**src/rtl/alu_share_arb.sv**
```systemverilog
// Two-requester arbiter for the shared execute-stage ALU: grants one op per cycle,
// captures the ALU result in a one-entry slot and returns it over valid/ready.
module alu_share_arb #(
    parameter int XLEN       = 32,
    parameter bit FIXED_PRIO = 1'b0
) (
    input  logic            clk,
    input  logic            rst_n,
    input  logic            req0_valid,
    output logic            req0_ready,
    input  logic [3:0]      req0_op,
    input  logic [XLEN-1:0] req0_a,
    input  logic [XLEN-1:0] req0_b,
    input  logic            req1_valid,
    output logic            req1_ready,
    input  logic [3:0]      req1_op,
    input  logic [XLEN-1:0] req1_a,
    input  logic [XLEN-1:0] req1_b,
    output logic            rsp0_valid,
    input  logic            rsp0_ready,
    output logic            rsp1_valid,
    input  logic            rsp1_ready,
    output logic [XLEN-1:0] rsp_y,
    output logic            rsp_err,
    output logic [3:0]      alu_op,
    output logic [XLEN-1:0] alu_a,
    output logic [XLEN-1:0] alu_b,
    input  logic [XLEN-1:0] alu_y
);

    // Op encoding shared with the ALU; 4'hA..4'hF are illegal.
    localparam logic [3:0] EXE_ADD_OP  = 4'h0;
    localparam logic [3:0] EXE_SLTU_OP = 4'h9;

    logic            slot_full;
    logic            slot_owner;
    logic [XLEN-1:0] slot_y;
    logic            slot_err;
    logic            last_grant;

    logic drain;
    logic can_accept;
    logic any_req;
    logic grant;
    logic accept;
    logic op_legal;

    assign drain      = slot_full & (slot_owner ? rsp1_ready : rsp0_ready);
    assign can_accept = !slot_full | drain;
    assign any_req    = req0_valid | req1_valid;

    always_comb begin
        grant = 1'b0;
        if (req0_valid && req1_valid)
            grant = FIXED_PRIO ? 1'b0 : !last_grant;
        else if (req1_valid)
            grant = 1'b1;
    end

    // Ready is gated by own valid so neither requester's ready depends on the other's.
    assign req0_ready = can_accept & !grant & req0_valid;
    assign req1_ready = can_accept &  grant & req1_valid;
    assign accept     = req0_ready | req1_ready;

    always_comb begin
        alu_op = EXE_ADD_OP;
        alu_a  = '0;
        alu_b  = '0;
        if (any_req) begin
            alu_op = grant ? req1_op : req0_op;
            alu_a  = grant ? req1_a  : req0_a;
            alu_b  = grant ? req1_b  : req0_b;
        end
    end

    assign op_legal = (alu_op <= EXE_SLTU_OP);

    always_ff @(posedge clk or negedge rst_n) begin
        if (!rst_n) begin
            slot_full  <= 1'b0;
            slot_owner <= 1'b0;
            slot_y     <= '0;
            slot_err   <= 1'b0;
            last_grant <= 1'b1;
        end else if (accept) begin
            // Accept wins over drain: the slot is refilled in the same cycle it empties.
            slot_full  <= 1'b1;
            slot_owner <= grant;
            last_grant <= grant;
            slot_y     <= op_legal ? alu_y : '0;
            slot_err   <= !op_legal;
        end else if (drain) begin
            slot_full  <= 1'b0;
        end
    end

    assign rsp0_valid = slot_full & !slot_owner;
    assign rsp1_valid = slot_full &  slot_owner;
    assign rsp_y      = slot_y;
    assign rsp_err    = slot_err;

endmodule

```
**config.mk**
```make
export PLATFORM = sky130hd
export DESIGN_NAME = alu_share_arb
export DESIGN_NICKNAME = d
export VERILOG_FILES = /design/src/rtl/alu_share_arb.sv
export SDC_FILE = /design/constraint.sdc
export NUM_CORES = 1
export LEC_CHECK = 0
export CAP_MARGIN = 20
export CORE_MARGIN = 5
export CORE_UTILIZATION = 25
export CTS_CLUSTER_DIAMETER = 60
export CTS_CLUSTER_SIZE = 28
export DETAILED_ROUTE_END_ITERATION = 8
export GPL_TIMING_DRIVEN = 0
export HOLD_SLACK_MARGIN = 0.12
export PLACE_DENSITY = 0.78
export SLEW_MARGIN = 20
export SYNTH_ARGS = -nofsm -noshare
export SYNTH_HDL_FRONTEND = slang
export SYNTH_SLANG_ARGS = --single-unit
```
**constraint.sdc**
```tcl
create_clock -name clk -period 1.8 [get_ports clk]
set_input_delay 0.45 -clock clk [delete_from_list [all_inputs] [get_ports clk]]
set_output_delay 0.45 -clock clk [all_outputs]
set_load 0.02 [all_outputs]
```
==> summary.txt <==
Leak -> 2.79 nW
N_diodes -> 0
Largest net degree at the start of global routing -> 29
Peak supply drop -> 0.386 mV
GR Overflow Total -> 0
DP HPWL -> 11400 um
Number of distinct library cells after synthesis -> 25
Run status -> complete, but fails checks
Initial Util -> 25.3%
Mean post-synth cell area -> 6.97 um2
Most frequent cells in the layout -> 201 x clkdlybuf4s50_1, 130 x nand2_1, 67 x buf_6
Final core utilization -> 66.7%
Inst Count DP -> 761
Core Region -> 9640 um2
Synth Area in Compound Gates -> 29.2%
Synth Area in Simple Gates -> 26.7%
TritonCTS clock tree -> yes
IO buf count -> 277
RSZ-0062 raised after global routing -> yes
Max-cap violations -> 0
Crit-path leading delay family -> flip-flops
Vias per cell -> 4.85
Internal -> 3.40 mW
Share of the synthesized area in the top cell type -> 35.9%
Minimum clock period -> 2070 ps
First-pass GRT wire length -> 20500 um
CP arrival -> 1620 ps
Worst skew pair latency -> 280 ps
XOR/XNOR Fraction of Synth Area -> 0%
Count of pins over their slew limit -> 0
CP Capture Type -> output pin
M1 GR Usage -> 24.5%
Register bit count reported by yosys -> 36
Mapped Area -> 2440 um2
Final hold viol count -> 0
Initial DRC count -> 167
First drt pass iteration count -> 4
Worst setup SP type -> flip-flop
Grt peak-use layer -> met2
Number of synthesis warnings -> 0
Root Buffer -> clkbuf_8
GRT Util Overall -> 22.3%
Worst rel slew slack -> 69.9%
RD Place Congestion -> 0.869
Actual slew at the worst max-slew pin -> 452 ps
Vias in the first global route -> 3903
Reg area -> 903 um2
Design Power -> 5.75 mW
Max Clk Rate -> 0.482 GHz
Post-Syn Nets -> 524
Combinational Power Share -> 67.9%
Combinational family with the most area after synthesis -> compound AO/OA/AOI/OAI gates
Reg clk slew, reported paths -> 70 ps
Total wire length -> 15000 um
Initial antenna violation count -> 0
Final setup margin -> -273 ps
Crit Path Max Fanout -> 10
Setup_tns -> -15090 ps
Post-synthesis adder-cell area fraction -> 0%
Crit-path max cell delay -> 570 ps
Area Overhead vs Synth -> 164%
Power per cell area -> 895 nW/um2
Cell Chain, Critical Path -> a21boi_4 > buf_4 > clkbuf_16 > o21ai_2 > buf_6
Post-synthesis mux area share -> 0.872%
Largest cells by area after synthesis -> dfrtp_1 36%, nand2_1 25%, o21ai_0 13%
Num ports -> 279
Yosys top cell by area -> dfrtp_1
Row cnt -> 36
Share of layout cells above drive strength 1 -> 34.7%
Die Footprint -> 11800 um2
WP buf/inv -> 3
Most common cell after layout, fill and taps aside -> clkdlybuf4s50_1
Die Ht -> 109 um
Share of power burned in registers -> 21.8%
Post-route insts no fill -> 791
HP Class -> flip-flop to flip-flop
Wire per inst -> 19.0 um
Switching Fraction -> 40.9%
Final net count -> 831
Period utilization -> 115%
Chip width -> 109 um
Worst Skew -> 6.42 ps
Psw -> 2.36 mW
Worst Path Required -> 1350 ps
Antenna-violating nets left -> 0
TritonCTS buffer count -> 5
Met2 GRT Util -> 40.5%
Slowest CP cell -> dfstp_2
Failing checks -> setup timing
Setup slack, reg-to-reg -> 90 ps
Clk buf depth -> 2
Met3 usage -> 7.52%
Vias -> 3833
Remaining routing DRC violations -> 0
Pre-CTS WS -> -1390 ps
Post-synthesis cell count -> 350
Crit Path Category -> flip-flop to output pin
Filler cells -> 770
CTS sink cnt -> 36
Sequential share of the synthesized area -> 37.0%
Htree depth -> 2
Clock power share -> 10.3%
Area occupied by multi-input gates -> 1830 um2
Endpoints failing setup -> 70
[cells by family after synthesis]
family	after synthesis
AOI/OAI and AO/OA	109
and+or+nand+nor	171
muxes	2
DFF	36
buffers and inverters	32
[sequential cells by signal (all words and copies together) (netlist names)]
register,cells
rsp_y,32
last_grant,1
slot_owner,1
slot_full,1
rsp_err,1
[cell usage after synthesis]
master,instances
o2bb2ai_1,32
clkbuf_1,11
nor2_1,2
mux2_2,1
and2_1,2
o211ai_1,1
o21ai_1,1
inv_1,1
a21o_1,2
nor2b_1,1
nand2b_1,1
nand2_1,165
buf_4,3
dfstp_2,1
a21oi_2,2
a21oi_1,1
a32o_1,2
buf_2,16
a32oi_1,1
a21boi_4,1
o21ai_2,1
o21ai_0,65
mux2i_1,1
buf_1,1
dfrtp_1,35
[layout make-up]
class	instances	area share, %
inverter	1	0.0584
clock buffer	7	1.34
tap	133	2.59
timing repair buffer	300	47.5
multi-input combinational	282	28.5
clock inverter	1	0.117
buffer	31	5.92
sequential	36	14.1
[path summary, 6_finish.rpt]
| check | startpoint | endpoint | depth (start not counted) |
|---|---|---|---|
| max | last_grant | alu_a[23] | 5 |
| min | rsp_y[17] | rsp_y[17] | 1 |
| max reg2reg | slot_owner | rsp_y[5] | 7 |
| min reg2reg | rsp_y[17] | rsp_y[17] | 1 |
| max in group asynchronous | rst_n | last_grant | 3 |
| min in group asynchronous | rst_n | rsp_y[16] | 2 |
[metrics by stage]
step	hold WS, ps	instance area (um2)
global placement	470	5500
CTS	468	6050
floorplan	154	2560
detailed placement	330	5510
finish	488	6430
global route	504	6430
[power groups by stage]
stage	clock, mW	combinational (mW)	sequential, mW
global placement	0	3.18	1.25
detailed placement	0	3.22	1.26
CTS	0.609	3.62	1.25
finish	0.590	3.91	1.26
floorplan	0	1.21	1.56
global route	0.645	4.12	1.29
[metal layers]
metal  share of wire (%)  routed length, um
met5                   0                  0
met4                 2.4                354
met2                  53               8010
met3                 8.5               1280
met1                  36               5350
[what timing repair did]
action,4_1_cts,5_1_grt
cloned,7,4
hold buffers,1,0
pin swaps,24,9
buffers inserted,5,5
endpoints found under the setup margin,103,89
hold endpoints to repair,8,0
gates resized for setup,546,87
Power figures use the tool's default switching activity.
